--- src/rtl/adpll_cpu_regs.sv ---
// adpll_cpu_regs: CPU register block configuring an ADPLL.
// Single-cycle request/acknowledge bus, lock synchronizer, lock-loss
// flag and a small IDLE/RUN/RESTART enable FSM.
// Optional feature: define ADPLL_LOCK_TIMEOUT_EN to build the lock timeout
// counter; when undefined the timeout bit reads as constant 0.
module adpll_cpu_regs #(
    parameter int ADDR_W       = 3,
    parameter int DATA_W       = 32,
    parameter int FCW_W        = 26,
    parameter int RESTART_CYC  = 4,
    parameter int LOCK_TIMEOUT = 4096
) (
    input  logic              clk,
    input  logic              rst,
    input  logic              valid,
    input  logic [ADDR_W-1:0] address,
    input  logic [DATA_W-1:0] wdata,
    input  logic              wstrb,
    output logic [1:0]        rdata,
    output logic              ready,
    input  logic              channel_lock,
    output logic [FCW_W-1:0]  fcw,
    output logic [1:0]        adpll_mode,
    output logic              en
);

    typedef enum logic [1:0] {
        IDLE    = 2'd0,
        RUN     = 2'd1,
        RESTART = 2'd2
    } state_t;

    localparam int RCNT_W = $clog2(RESTART_CYC + 1);
    // The restart countdown runs RESTART_CYC-1 .. 0, one state per cycle.
    localparam logic [RCNT_W-1:0] RCNT_RELOAD = RCNT_W'(RESTART_CYC - 1);

    state_t            state;
    logic [RCNT_W-1:0] rcnt;
    logic              lock_meta;
    logic              lock_s;
    logic              lock_s_q;
    logic              lock_lost;
    logic              timeout;

    // A request is taken only while no acknowledge is pending, which
    // limits the bus to one transaction every two cycles.
    logic accept, wr, rd;
    logic sel_fcw, sel_mode, sel_en, sel_lock, sel_status;
    assign accept     = valid & ~ready;
    assign wr         = accept & wstrb;
    assign rd         = accept & ~wstrb;
    assign sel_fcw    = (address == ADDR_W'(0));
    assign sel_mode   = (address == ADDR_W'(1));
    assign sel_en     = (address == ADDR_W'(2));
    assign sel_lock   = (address == ADDR_W'(3));
    assign sel_status = (address == ADDR_W'(4));

    // Only the low bits of wdata feed registers; fold the rest away.
    logic unused_wdata;
    assign unused_wdata = ^wdata;

    // Two-flop synchronizer for channel_lock plus a delayed copy for edge detection.
    always_ff @(posedge clk) begin
        // NOTE: sequential state uses non-blocking assignments so every flop samples pre-edge values.
        if (rst) begin
            lock_meta <= 1'b0;
            lock_s    <= 1'b0;
            lock_s_q  <= 1'b0;
        end else begin
            lock_meta <= channel_lock;
            lock_s    <= lock_meta;
            lock_s_q  <= lock_s;
        end
    end

    // Acknowledge and registered read data; rdata is zero outside the ready cycle.
    always_ff @(posedge clk) begin
        if (rst) begin
            ready <= 1'b0;
            rdata <= 2'b00;
        end else begin
            ready <= accept;
            rdata <= 2'b00;
            if (rd && sel_lock)   rdata <= {timeout, lock_s};
            if (rd && sel_status) rdata <= {lock_lost, en};
        end
    end

    // Configuration registers and enable FSM; en is registered alongside state.
    always_ff @(posedge clk) begin
        if (rst) begin
            state      <= IDLE;
            en         <= 1'b0;
            rcnt       <= '0;
            fcw        <= '0;
            adpll_mode <= 2'b00;
        end else begin
            if (state == RESTART) begin
                if (rcnt == '0) begin
                    state <= RUN;
                    en    <= 1'b1;
                end else begin
                    rcnt <= rcnt - 1'b1;
                end
            end
            // NOTE: later assignments in this block override the countdown above, giving CPU writes priority.
            if (wr && (sel_fcw || sel_mode)) begin
                if (sel_fcw) fcw        <= wdata[FCW_W-1:0];
                else         adpll_mode <= wdata[1:0];
                if (state != IDLE) begin
                    state <= RESTART;
                    en    <= 1'b0;
                    rcnt  <= RCNT_RELOAD;
                end
            end
            if (wr && sel_en) begin
                if (!wdata[0]) begin
                    state <= IDLE;
                    en    <= 1'b0;
                end else if (state == IDLE) begin
                    state <= RUN;
                    en    <= 1'b1;
                end
            end
        end
    end

    // Sticky lock-lost flag: set on a lock_s falling edge in RUN, cleared by a STATUS read; set wins.
    always_ff @(posedge clk) begin
        if (rst) begin
            lock_lost <= 1'b0;
        end else if (state == RUN && lock_s_q && !lock_s) begin
            lock_lost <= 1'b1;
        end else if (rd && sel_status) begin
            lock_lost <= 1'b0;
        end
    end

`ifdef ADPLL_LOCK_TIMEOUT_EN
    localparam int TCNT_W = $clog2(LOCK_TIMEOUT + 1);
    logic [TCNT_W-1:0] tcnt;

    // Count unlocked RUN cycles; timeout fires once when the count reaches LOCK_TIMEOUT.
    always_ff @(posedge clk) begin
        if (rst) begin
            tcnt    <= '0;
            timeout <= 1'b0;
        end else begin
            if (state != RUN || lock_s) begin
                tcnt <= '0;
            end else if (tcnt != TCNT_W'(LOCK_TIMEOUT)) begin
                tcnt <= tcnt + 1'b1;
            end
            if (wr && sel_en) timeout <= 1'b0;
            if (state == RUN && !lock_s && tcnt == TCNT_W'(LOCK_TIMEOUT - 1)) timeout <= 1'b1;
        end
    end
`else
    localparam int unused_lock_timeout = LOCK_TIMEOUT;
    assign timeout = 1'b0;
`endif

endmodule
--- config.mk ---
export PLATFORM = sky130hd
export DESIGN_NAME = adpll_cpu_regs
export DESIGN_NICKNAME = d
export VERILOG_FILES = /design/src/rtl/adpll_cpu_regs.sv
export SDC_FILE = /design/constraint.sdc
export NUM_CORES = 1
export LEC_CHECK = 0
export ABC_AREA = 0
export CORE_UTILIZATION = 46
export DETAILED_ROUTE_END_ITERATION = 8
export PLACE_DENSITY = 0.85
export SLEW_MARGIN = 20
export SYNTH_ARGS = -nofsm -noshare
export SYNTH_HDL_FRONTEND = slang
export SYNTH_SLANG_ARGS = --single-unit
--- constraint.sdc ---
create_clock -name clk -period 2.58 [get_ports clk]
set_input_delay 0.387 -clock clk [delete_from_list [all_inputs] [get_ports clk]]
set_output_delay 0.387 -clock clk [all_outputs]
set_load 0.02 [all_outputs]
==> flow_metrics.tcl <==
set metrics [dict create \
    status "finished clean" \
    power_density_nw_per_um2 474 \
    routabilityCongestion 0.769 \
    postCtsSetupBuffers 0 \
    avgSynthCellArea_um2 8.95 \
    first_pass_iters 4 \
    core_um2 3690 \
    synthCells 199 \
    crit_buf_inv 1 \
    ys.flop_type "dfxtp_1" \
    grt_pass1_vias 1469 \
    yosys-top-cells-area "dfxtp_1, nand3_1, a21oi_1" \
    pre_cts_ws_ns 0.452 \
    crit_family "simple AND/OR/NAND/NOR gates" \
    max-cap-violations 0 \
    relSlewSlack 0.516 \
    cts_inserted_buffers 5 \
    crit_chain "clkdlybuf4s50_1 -> or2_1 -> o21ai_0 -> a21oi_1" \
    synth-seq-cells 41 \
    yosys-top-cells-count "dfxtp_1, nand3_1, a21oi_1, o21ai_0" \
    synth_cell_type_count 40 \
    clk_pin_slew_ns 0.07 \
    fin_crit_sh 0.689 \
    grt.overflow.total 0 \
    finalPower_uw 1190 \
    syn_area_um2 1780 \
    clk_latency_ns 0.28 \
    grt_antenna_before_repair 0 \
    clock-sinks 41 \
    use_met3 0.0554 \
    finalHoldViolCount 0 \
    wl_um 4000 \
    slowest_delay_ns 0.61 \
    crit_fanout 26 \
    grt_most_used_layer "met2" \
    final.setup_skew_ns 0.00531 \
    viasPerCell 5.43 \
    finalWorstSetupSlack_ns 0.802 \
    cp_slowest_cell "or2_1" \
    vias 1662 \
    drc 0 \
    fp-row-count 22 \
    tns_ns 0 \
    hold_buffers 0 \
    htree_levels 2 \
    ir_worst_vdd_v 0.000363 \
    ys_async_sr_fraction 0 \
    synth.net_count 241 \
    cts_buffer_depth 2 \
    die_area_um2 4120 \
    ant_nets 0 \
    slew_viol_final 0 \
    tightestPinTransition_ns 0.725 \
    post_cts_resized 0 \
    portBuffers 65 \
    synth_area_leader_cell "dfxtp_1" \
    fin_nets 300 \
    area_growth_pct 41.1 \
    die_w_um 64.2 \
    grt_max_degree 43 \
    ys_seq_area_frac 0.461 \
    synth-edff-count 0 \
    crit_arrival_ns 1.99 \
    start_util 0.483 \
    holdWs_ns 0.440 \
    worstHoldPathType "register to register" \
    fmax_mhz 562 \
    synth.most_common_cell "dfxtp_1" \
    cts_tree "built" \
    cp-start-kind "input pin" \
    cts-root-buf "clkbuf_8" \
    detailedPlacementHpwl_um 2590 \
    synth_top_area_share 0.461 \
    grt_pass1_wl_um 6850 \
    finalSetupViolCount 0 \
    wl_per_cell_um 13.1 \
    met2_usage 0.355 \
    met1_usage 0.260 \
    insertedDiodeCount 0 \
    rsz0062_at_grt "false" \
    required_ns 2.79 \
    grt.total_usage 0.212 \
    crit_type "input pin to register" \
    die_height_um 64.2 \
    num_io_pins 72 \
    cp-end-kind "register" \
    ys_warn_count 0 \
    p_leak_uw 0.000824 \
    drtIter0Drc 134 \
    period_needed_ns 1.78 \
    drive_gt1_frac 0.0698 \
]
[routing by layer]
layer,up-vias,wire length [um]
met5,-,0
met3,6,290
met4,0,59
met2,62,1930
li1,832,-
met1,762,1710
[kinds of logic after synthesis]
kind of cell,count (synthesis),share of synthesized area
buffers and inverters,20,0.0618
adders and majority gates,2,0.0141
muxes,3,0.0169
AOI/OAI and AO/OA,64,0.197
DFF,41,0.461
and+or+nand+nor,69,0.249
[final timing paths]
check / start / cells past startpoint / slack [ns] / to
max: address[0] / 4 / 0.80 / fcw[4]
max reg2reg: ready / 3 / 1.10 / state[1]
min: lock_meta / 1 / 0.44 / lock_s
min reg2reg: lock_meta / 1 / 0.44 / lock_s
[through the flow]
| step | util | cells | area (um2) |
|---|---|---|---|
| after floorplan | - | 199 | 1780 |
| after global placement | 0.658 | 299 | 2430 |
| after detailed placement | 0.658 | 299 | 2430 |
| after CTS | 0.681 | 306 | 2510 |
| after global routing | 0.681 | 306 | 2510 |
| final | 0.681 | 306 | 2510 |
[power breakdown]
group / total [uW] / switching, uW / internal, uW
logic: 136 / 62.4 / 73.4
clock network: 409 / 197 / 212
registers: 646 / 5.30 / 641
total: 1190 / 265 / 926
[state kept, by name, indices dropped and copies added, names as in the netlist]
register and count:
en 1, adpll_mode 2, rcnt 3, ready 1, lock_s 1, rdata 2
fcw 26, lock_lost 1, lock_meta 1, state 2, lock_s_q 1
[layout by cell type, fill, tap and decap left out, drive strengths merged, types with 2 or more instances in the layout]
master	netlist	layout
a21oi	27	27
inv	2	2
nand2b	7	7
nor2b	6	6
buf	12	5
o21ai	30	30
clkdlybuf4s50	0	65
nor3	5	5
nor4	2	2
nand3	28	28
nor3b	2	2
or3b	2	2
or3	2	2
ha	2	2
clkbuf	6	7
dfxtp	41	41
nor2	5	5
mux2i	3	3
and4bb	2	2
[area by class of cell]
class	instances	area, um2
flip-flops and latches	41	821
repair buffers	70	688
clock buffers	7	86.3
multi-input cells	138	850
fillers	314	1180
inverters	2	7.51
well taps	48	60.1
(Power assumes the default switching activity.)
==> RTL change: new RTL, same settings <==
`ADDR_W`: 3 -> 4.
--- a/src/rtl/adpll_cpu_regs.sv
+++ b/src/rtl/adpll_cpu_regs.sv
@@ -4,7 +4,7 @@
 // Optional feature: define ADPLL_LOCK_TIMEOUT_EN to build the lock timeout
 // counter; when undefined the timeout bit reads as constant 0.
 module adpll_cpu_regs #(
-    parameter int ADDR_W       = 3,
+    parameter int ADDR_W       = 4,
     parameter int DATA_W       = 32,
     parameter int FCW_W        = 26,
     parameter int RESTART_CYC  = 4,
Interface: changed (resized address); port bits go from 72 to 73. The function was not compared with the original's and may differ.
==> RTL change against the unedited design <==
Worst setup slack worse by 0.14 ns. Critical path type unchanged. Non-clock buffer count is 1 lower. Total power is 1.3% lower. Area after synthesis is 2.5% lower. Sequential power is 0.8% lower. Die area is 2.4% lower. Utilization is 4.8 points higher. Design area is 0.65% higher. Sequential cell count stayed put. Routed wire length is 9.5% lower.
==> RTL change: results (changes against the unedited design) <==
Final #Nets=297 (-1.0%); met1 Use GR=20.99% (-5.1 points); status=finished clean; drt via density=5.123 (-5.7%); Comb power frac=10.0% (-1.4 points); top cells by area, synth=dfxtp_1, mux2i_1, nand2_1; Area after DPL=0.002439 mm² (+0.52%); layout cells sized above 1=6.299% (-0.68 points); first-pass GRT wire length=6251 µm (-8.8%); Filler cells=280 (-11%); Critical Path Max Stage Delay=0.58 ns (-0.03 ns); CP max stage cell=or4_4; Port Buffers=66 (+1.5%); Clock buf/inv share=3.563% (+0.13 points); M3 GR Usage=7.065% (+1.5 points); vias in the first global route=1505 (+2.5%); GRT Total Usage=19.78% (-1.4 points); Inverters=4 (+2); multi-input gates=133 (-3.6%); syn nets=231 (-4.1%); sequential share of the synthesized area=47.26% (+1.2 points); Static Leak=0.8620 nW (+4.6%); worst clock skew=0.005286 ns (-0.00002018 ns); initial DRC count=39 (-71%); Avg WL per Cell=12.06 µm (-7.7%); crit path from=valid; gp weighted congestion=0.8303 (+7.9%); multi-input combinational area share=33.60% (-0.22 points); fraction of area in registers=32.46% (-0.21 points); Distinct cells, synth=37 (-7.5%); clk_buf instances=6 (-1); Net Sw Frac=21.90% (-0.34 points); Buffers, non-clock=69 (-1.4%); CP max FO=4 (-85%); Die ar.=0.004025 mm² (-2.4%); Post-DP HPWL=2609 µm (+0.90%); Slew @ Worst Pin=0.7582 ns (+0.03281 ns)
-- RTL change: cell count changes after synthesis, sizes merged, moves of 2 or more --
cell / delta
nor3: -3
nor4bb: +2
a21oi: -23
nand2b: -5
nor2: -2
buf: -8
nand2: +52
nor2b: -2
nand3: -25
o21ai: -25
and4bb: -2
inv: +2
a31oi: +2
mux2i: +23
-- RTL change: worst max-delay path: cells and delay by family --
kind                   cells  cell delay (ns)
AOI/OAI and AO/OA          1             0.25
buffers and inverters      1             0.48
and+or+nand+nor            2             1.02
-- RTL change: power groups by stage --
stage                     registers, mW  clock network (mW)  logic, mW
final                             0.641               0.417      0.118
after global routing              0.642               0.465      0.130
after CTS                         0.641               0.429      0.119
after detailed placement          0.656                   0      0.118
after global placement            0.656                   0      0.116
after floorplan                   0.660                   0     0.0402
-- RTL change: metal layers --
layer	share of wire, %	vias up
met5	0	-
met4	0.83	0
met3	5.8	4
met2	50	49
met1	43	710
li1	-	774
-- RTL change: logic make-up (layout without fill, tap and decap cells) --
group	count (synthesis)	in the layout	share of synthesized area [%]
flops	41	41	47.26
buf+inv	14	80	4.178
simple gates	87	87	24.93
fa+ha+maj	2	2	1.441
compound gates	17	17	6.556
mux	27	27	15.63
-- RTL change: per-stage QoR --
step / hold WS [ns] / setup slack [ns] / cells
floorplan: 0.4138 / 0.8510 / 188
global placement: 0.4171 / 0.3800 / 293
detailed placement: 0.4283 / 0.3522 / 293
CTS: 0.4461 / 0.6584 / 300
global route: 0.4657 / 0.5429 / 300
finish: 0.4380 / 0.6573 / 300
-- RTL change: path summary, 6_finish.rpt --
kind	end	slack, ns	cells after the start
max	state[1]	0.66	4
min	lock_s	0.44	1
max reg2reg	state[1]	0.90	3
min reg2reg	lock_s	0.44	1
